<file path="config.mk">
export PLATFORM = sky130hd
export DESIGN_NAME = ft_tx_arbiter
export DESIGN_NICKNAME = d
export VERILOG_FILES = /design/src/rtl/ft_tx_arbiter.sv
export SDC_FILE = /design/constraint.sdc
export NUM_CORES = 1
export LEC_CHECK = 0
export ABC_CLOCK_PERIOD_IN_PS = 2180
export BUFFER_PORTS_ARGS = -buffer_cell sky130_fd_sc_hd__buf_4
export CAP_MARGIN = 20
export CORE_MARGIN = 3
export CORE_UTILIZATION = 42
export CTS_CLUSTER_DIAMETER = 120
export DETAILED_ROUTE_END_ITERATION = 10
export PLACE_DENSITY = 0.78
export SETUP_SLACK_MARGIN = 0.05
export SYNTH_ARGS = -nofsm -noshare
export SYNTH_HDL_FRONTEND = slang
export SYNTH_SLANG_ARGS = --single-unit
</file>
<file path="constraint.sdc">
create_clock -name clk -period 2.18 [get_ports clk]
set_clock_uncertainty 0.05 [all_clocks]
set_input_delay 0.218 -clock clk [delete_from_list [all_inputs] [get_ports clk]]
set_output_delay 0.218 -clock clk [all_outputs]
set_load 0.01 [all_outputs]
</file>
<file path="src/rtl/ft_tx_arbiter.sv">
// FT232H transmit arbiter: three byte requesters share the FT232H write path, plus send-immediate flush.
// Optional build macro FT_TX_ROUND_ROBIN_EN selects round-robin arbitration instead of fixed priority.
module ft_tx_arbiter #(
   parameter int unsigned FLUSH_IDLE = 16
) (
   input  logic       clk,
   input  logic       rst,
   input  logic       req0_valid,
   input  logic [7:0] req0_data,
   input  logic       req0_last,
   output logic       req0_ready,
   input  logic       req1_valid,
   input  logic [7:0] req1_data,
   input  logic       req1_last,
   output logic       req1_ready,
   input  logic       req2_valid,
   input  logic [7:0] req2_data,
   input  logic       req2_last,
   output logic       req2_ready,
   input  logic       rx_busy,
   input  logic       ft_txe_n,
   output logic [7:0] ft_data,
   output logic       ft_wr_n,
   output logic       ft_siwu_n,
   output logic [2:0] grant,
   output logic       tx_active
);

   localparam int unsigned NREQ  = 3;
   localparam int unsigned CNT_W = 8;

   localparam logic [0:0] ST_IDLE = 1'b0;
   localparam logic [0:0] ST_SEND = 1'b1;

   localparam logic [CNT_W-1:0] CNT_MAX   = '1;
   localparam logic [CNT_W-1:0] FLUSH_PRE = CNT_W'(FLUSH_IDLE - 1);

   logic [0:0]       state_q, state_d;
   logic [NREQ-1:0]  grant_q, grant_d;
   logic [CNT_W-1:0] idle_cnt_q, idle_cnt_d;
   logic             pend_q, pend_d;
   logic             siwu_n_q, siwu_n_d;

   logic [NREQ-1:0]  valid_v, last_v, ready_v, xfer_v, win;
   logic             xfer, xfer_last, flush;

   assign valid_v = {req2_valid, req1_valid, req0_valid};
   assign last_v  = {req2_last, req1_last, req0_last};

   // Ready is combinational so a byte can move every cycle the FIFO and bus allow.
   assign ready_v   = (state_q == ST_SEND) ? (grant_q & {NREQ{~ft_txe_n & ~rx_busy}}) : '0;
   assign xfer_v    = ready_v & valid_v;
   assign xfer      = |xfer_v;
   assign xfer_last = |(xfer_v & last_v);

   assign req0_ready = ready_v[0];
   assign req1_ready = ready_v[1];
   assign req2_ready = ready_v[2];
   assign ft_wr_n    = ~xfer;
   assign ft_siwu_n  = siwu_n_q;
   assign grant      = grant_q;
   assign tx_active  = (state_q == ST_SEND);

   // Bus data follows the owner; parked at zero when nobody owns the path.
   always_comb begin
      ft_data = 8'h00;
      if (grant_q[0])      ft_data = req0_data;
      else if (grant_q[1]) ft_data = req1_data;
      else if (grant_q[2]) ft_data = req2_data;
   end

`ifdef FT_TX_ROUND_ROBIN_EN
   logic [1:0] ptr_q, ptr_d;
   logic [2:0] rr_sum;
   logic [1:0] rr_idx;

   // First valid requester at or after the pointer, wrapping modulo 3.
   always_comb begin
      win    = '0;
      rr_sum = '0;
      rr_idx = '0;
      for (int unsigned i = 0; i < NREQ; i++) begin
         rr_sum = 3'(ptr_q) + 3'(i);
         if (rr_sum >= 3'd3) rr_sum = rr_sum - 3'd3;
         rr_idx = 2'(rr_sum);
         if ((win == '0) && valid_v[rr_idx]) win[rr_idx] = 1'b1;
      end
   end

   always_comb begin
      ptr_d = ptr_q;
      if ((state_q == ST_SEND) && xfer_last) begin
         case (grant_q)
            3'b001:  ptr_d = 2'd1;
            3'b010:  ptr_d = 2'd2;
            3'b100:  ptr_d = 2'd0;
            default: ptr_d = ptr_q;
         endcase
      end
   end

   always_ff @(posedge clk) begin
      if (rst) ptr_q <= '0;
      else     ptr_q <= ptr_d;
   end
`else
   always_comb begin
      win = '0;
      if (valid_v[0])      win = 3'b001;
      else if (valid_v[1]) win = 3'b010;
      else if (valid_v[2]) win = 3'b100;
   end
`endif

   // Next state: grant is taken in IDLE, released on the last-byte transfer.
   always_comb begin
      state_d = state_q;
      grant_d = grant_q;
      case (state_q)
         ST_IDLE: begin
            if (!rx_busy && (valid_v != '0)) begin
               state_d = ST_SEND;
               grant_d = win;
            end
         end
         ST_SEND: begin
            if (xfer_last) begin
               state_d = ST_IDLE;
               grant_d = '0;
            end
         end
      endcase
   end

   // Flush: pulse once the line has been quiet FLUSH_IDLE cycles after sending data.
   always_comb begin
      flush      = pend_q & ~xfer & (idle_cnt_q == FLUSH_PRE);
      idle_cnt_d = idle_cnt_q;
      if (xfer)                     idle_cnt_d = '0;
      else if (idle_cnt_q != CNT_MAX) idle_cnt_d = idle_cnt_q + CNT_W'(1);
      pend_d   = xfer | (pend_q & ~flush);
      siwu_n_d = ~flush;
   end

   always_ff @(posedge clk) begin
      if (rst) begin
         state_q    <= ST_IDLE;
         grant_q    <= '0;
         idle_cnt_q <= '0;
         pend_q     <= 1'b0;
         siwu_n_q   <= 1'b1;
      end else begin
         state_q    <= state_d;
         grant_q    <= grant_d;
         idle_cnt_q <= idle_cnt_d;
         pend_q     <= pend_d;
         siwu_n_q   <= siwu_n_d;
      end
   end

endmodule

</file>
== Word level (Yosys, flattened, before mapping) ==
Index checks and enable logic that the tools add are counted.

* Flip-flop bits (word level): 14
* Bits in latches: 0
* RAM bits: 0
* Memory bits (read-only): 0
* Input port bits: 34
* Output and inout port bits: 17
* Word-level logic and storage cells: 43
* Memories: 0

* $add $sub $neg: 1
* Multipliers: 0
* Divide/modulo/power cells: 0
* Order comparisons: 0
* Equal/unequal tests: 4
* Shift operators: 0
* Muxes and demuxes: 13
* Bitwise operators: 13
* Reduce and logical (&&, ||, !) cells: 7

{| class="wikitable"
|+ Operator list
! cell !! number
|-
| 2-to-1 mux 8 bit || 3
|-
| 2-to-1 mux 3 bit || 6
|-
| bitwise AND 3 bit || 3
|-
| adder 8 x 1 -> 8 bit (second input constant) || 1
|-
| equality test 8 x 4 -> 1 bit (second input constant) || 1
|-
| != test 8 bit (second input constant) || 1
|-
| one-hot mux 3 bit (2 select lines) || 1
|-
| OR reduction 3 bit || 2
|-
| NOT 1 bit || 5
|-
| bitwise AND 1 bit || 4
|-
| OR reduction 4 bit || 1
|-
| nonzero test 3 bit || 1
|-
| 2-to-1 mux 1 bit || 2
|-
| != test 2 x 1 -> 1 bit (second input constant) || 1
|-
| != test 2 bit (second input constant) || 1
|-
| one-hot mux 1 bit (2 select lines) || 1
|-
| AND reduction 2 bit || 1
|-
| logical AND 1 bit || 1
|-
| zero test 1 bit || 1
|-
| bitwise OR 1 bit || 1
|}

== Depth between registers and ports, before layout ==
* Word-level depth: 12
* Mapped depth: 4
* Mapped depth without buffers: 4

== Worst setup path after synthesis ==
Ideal clock, no wire load.

* Kind: flip-flop to flip-flop
* Start point: register grant_q[0] (netlist: grant[0])
* End point: register siwu_n_q (netlist: ft_siwu_n)
* Setup time: 0.134 ns
* Arrival time: 1.494 ns
* Data required time: 1.996 ns
* Slack: 0.502 ns
* Cell stages (with the launch flop): 5
* Path buffers: 1
* Period minus slack after synthesis: 1.678 ns
* Cell sequence: dfxtp_1 buf_6 a222oi_1 o21bai_2 or4_1

* Longest elaborated chain between the ends: 8

{| class="wikitable"
|+ RTL lines
! what !! line !! source
|-
| start, declared || 39 || <nowiki>logic [NREQ-1:0] grant_q, grant_d;</nowiki>
|-
| start signal, assigned || 154 || <nowiki>grant_q <= grant_d;</nowiki>
|-
| bitwise AND 3 bit || 51 || <nowiki>assign ready_v = (state_q == ST_SEND) ? (grant_q & {NREQ{~ft_txe_n & ~rx_busy}}) : '0;</nowiki>
|-
| 2-to-1 mux 3 bit || 51 ||
|-
| bitwise AND 3 bit || 52 || <nowiki>assign xfer_v = ready_v & valid_v;</nowiki>
|-
| OR reduction 3 bit || 53 || <nowiki>assign xfer = |xfer_v;</nowiki>
|-
| NOT 1 bit || 137 || <nowiki>flush = pend_q & ~xfer & (idle_cnt_q == FLUSH_PRE);</nowiki>
|-
| bitwise AND 1 bit (2 in series) || 137 ||
|-
| NOT 1 bit || 142 || <nowiki>siwu_n_d = ~flush;</nowiki>
|-
| end signal, assigned || 157 || <nowiki>siwu_n_q <= siwu_n_d;</nowiki>
|-
| end, declared || 42 || <nowiki>logic siwu_n_q, siwu_n_d;</nowiki>
|}

No other way between the ends.
A chain may end at the register's enable or synchronous reset.

== Final worst setup path ==
* Start point: register state_q (netlist: tx_active)
* End point: output ft_wr_n

* Longest elaborated chain between the ends: 4

{| class="wikitable"
|+ RTL lines
! what !! line !! source
|-
| start, declared || 38 || <nowiki>logic [0:0] state_q, state_d;</nowiki>
|-
| start signal, assigned || 153 || <nowiki>state_q <= state_d;</nowiki>
|-
| 2-to-1 mux 3 bit || 51 ||
|-
| bitwise AND 3 bit || 52 ||
|-
| OR reduction 3 bit || 53 ||
|-
| NOT 1 bit || 59 || <nowiki>assign ft_wr_n = ~xfer;</nowiki>
|-
| end, declared || 23 || <nowiki>output logic ft_wr_n,</nowiki>
|}

No other way between the ends.

==> implementation parameters <==
Parameter                              Value

Outcome
  Result of the run ... completed

GRT
  Global-route congestion overflow total ... 0
  Maximum number of pins on one net before global-route repair ... 20
  Number of global-route vias before repair ... 917
  Global-route wire length before repair ... 3970 µm
  Antenna violations before repair ... 0
  Total routing usage reported by global routing ... 19.8%

Detailed routing
  Average via count per standard cell ... 5.56
  Final wirelength ... 2400 µm
  Number of DRC markers after the initial detailed-route iteration ... 20
  DRC violation count after routing ... 0
  Number of nets with antenna violations after detailed routing ... 0
  Wirelength per Cell ... 13.3 µm
  Total number of vias ... 1001
  Detailed-routing iteration count for the pre-antenna-repair pass ... 4

Floorplan
  Horiz. Die Dim ... 50.5 µm
  Initial core utilization ... 46.2%
  Core outline area ... 1800 µm²
  Height of the die ... 50.5 µm
  # IOs ... 51
  Floorplan row count ... 15
  Area of the die ... 2550 µm²

Final layout
  Diode count ... 0
  Area of combinational cells with multiple inputs ... 512 µm²
  Number of fillers in the final layout ... 156
  Final net count ... 191
  Most frequent cells in the layout ... 51 x buf_4, 14 x dfxtp_1, 9 x nor2_1, 9 x o21ai_0
  Share of post-route cells with drive strength above 1 ... 38.1%
  Leading cell type in the layout, fill and taps excluded ... buf_4
  Design Area, Final ... 1250 µm²
  Synth-to-Final Area Change ... 50.5%
  Area taken by flip-flops and latches ... 280 µm²

Timing
  Max transition margin ... 67.7%
  Total negative slack ... 0 ns
  Max-slew violation count ... 0
  RSZ-0062 raised after global routing ... no
  Worst Max-Slew Pin Slew ... 0.484 ns
  Setup-violating endpoint count in the final report ... 0
  Time the final worst path needs with I/O delays and setup ... 1.97 ns
  FMAX ... 0.507 GHz
  Final-report hold violation count ... 0
  Final cycle utilization of the critical path ... 90.4%

Pwr
  Final Total Pwr ... 582 µW
  Worst supply voltage drop on vdd ... 362 µV
  Ratio of total power to cell area ... 464 nW/µm²
  Leakage power of the design ... 0.520 nW

Clock network
  Number of clock sinks ... 14
  Post-cts sizing count ... 0
  Hold buffer count at cts ... 0
  CTS Buffer Depth ... 2
  Worst-skew pair later-pin latency ... 0.28 ns
  TritonCTS clock tree ... yes
  H-tree depth ... 1
  Clock buffer count from CTS ... 3
  Clock-pin transition on the worst setup and hold timing paths ... 0.07 ns
  Number of buffers inserted by post-CTS setup repair ... 0
  Root Driver ... clkbuf_4

Placed design
  Post-detail-place hpwl ... 1940 µm
  Placed cell areas ... 1220 µm²
  # port buffers ... 50
  Routability-driven placement congestion ratio ... 0.859

Yosys
  Synth cell types ... 33
  Most used flip-flop cell after synthesis ... dfxtp_1
  Cells after synthesis ... 106
  Syn nets ... 141
  Post-synthesis cell type with the largest combined area ... dfxtp_1
  Share of async-settable or async-resettable flops after synthesis ... 0%
  Cell Area, Synth ... 833 µm²
  Share of Yosys cell area claimed by the top area cell type ... 33.6%
  Seq/Total Area, Yosys ... 33.6%
  Syn avg cell area ... 7.86 µm²
  Synth warnings ... 0
  Most area-consuming cells after synthesis ... dfxtp_1 34%, a22oi_1 7.2%, o21ai_0 5.4%
  Number of synthesized flops with an enable pin ... 0
  Total of flip-flops plus latches after synthesis ... 14

Min path
  Hold WC Path Type ... input pin to flop

Critical path
  Arrival @ worst endpoint ... 1.70 ns
  Setup crit end kind ... primary output
  Critical path fanouts, max ... 6
  Critical Setup Path Class ... flop to primary output
  Worst Path Required ... 1.91 ns
  Type of origin of the critical path ... flop

Flow run
  Total of max-cap violations ... 0
## worst paths after layout
check / start / to / slack (ns) / depth (start not counted)
hold / removal: rst / pend_q$_SDFF_PP0_ / 0.11 / 2
hold reg to reg: pend_q$_SDFF_PP0_ / pend_q$_SDFF_PP0_ / 0.42 / 2
setup reg to reg: grant[1]$_SDFFE_PP0P_ / ft_siwu_n$_SDFF_PP1_ / 0.37 / 3
setup / recovery: tx_active$_SDFF_PP0_ / ft_wr_n / 0.21 / 3
## metal layers
metal | vias to the layer above | part of all wire [%] | track usage (%)
li1 | 513 | - | -
met1 | 442 | 43 | 24.5
met2 | 46 | 47 | 34.8
met3 | 0 | 10 | 6.23
met4 | 0 | 0 | 1.35
met5 | - | 0 | 0
## area by class of cell
class | instances | area share [%]
Multi-Input combinational cell | 83 | 40.8
Timing Repair Buffer | 51 | 30.5
Sequential cell | 14 | 22.4
Clock buffer | 4 | 2.89
Tap cell | 25 | 2.50
Inverter | 3 | 0.898
## Yosys cell counts (all sizes together), types with 2 or more instances
master  number
a211oi       5
a21oi        4
a22oi        8
a31oi        4
and3         2
and4         2
clkbuf       5
dfxtp       14
inv          3
nand2        8
nand3        5
nand4        3
nor2         9
nor3         5
o21ai        9
o21bai       2
o41ai        3
## stage by stage
stage	util (%)	cells	hold WS [ns]	worst slack (ns)
detailed placement	67.6	176	0.390	0.374
CTS	69.6	180	0.0916	0.191
global route	69.6	180	0.105	0.109
global placement	67.6	176	0.389	0.453
floorplan	-	106	0.237	0.502
finish	69.6	180	0.107	0.209
## logic make-up after synthesis
| logic type | share of synthesized area, % |
|---|---|
| buffers and inverters | 4.96 |
| AOI/OAI and AO/OA | 32.1 |
| DFF | 33.6 |
| and+or+nand+nor | 27.8 |
| adders and majority gates | 1.50 |
## registers in the layout, summed over array words and instances (netlist names)
signal	cells
ft_siwu_n	1
grant	3
idle_cnt_q	8
pend_q	1
tx_active	1
## power breakdown
group	internal (mW)	switching, mW	leakage [nW]
Sequential	0.264	0.0104	0.114
Clock	0.102	0.0793	0.0210
Combinational	0.0739	0.0526	0.385
## critical path, cell delays in order (launching register included)
cell and delay (ns):
dfxtp_1 0.40, or3b_2 0.55, or2_2 0.34, buf_4 0.15
(Power assumes the default switching activity.)
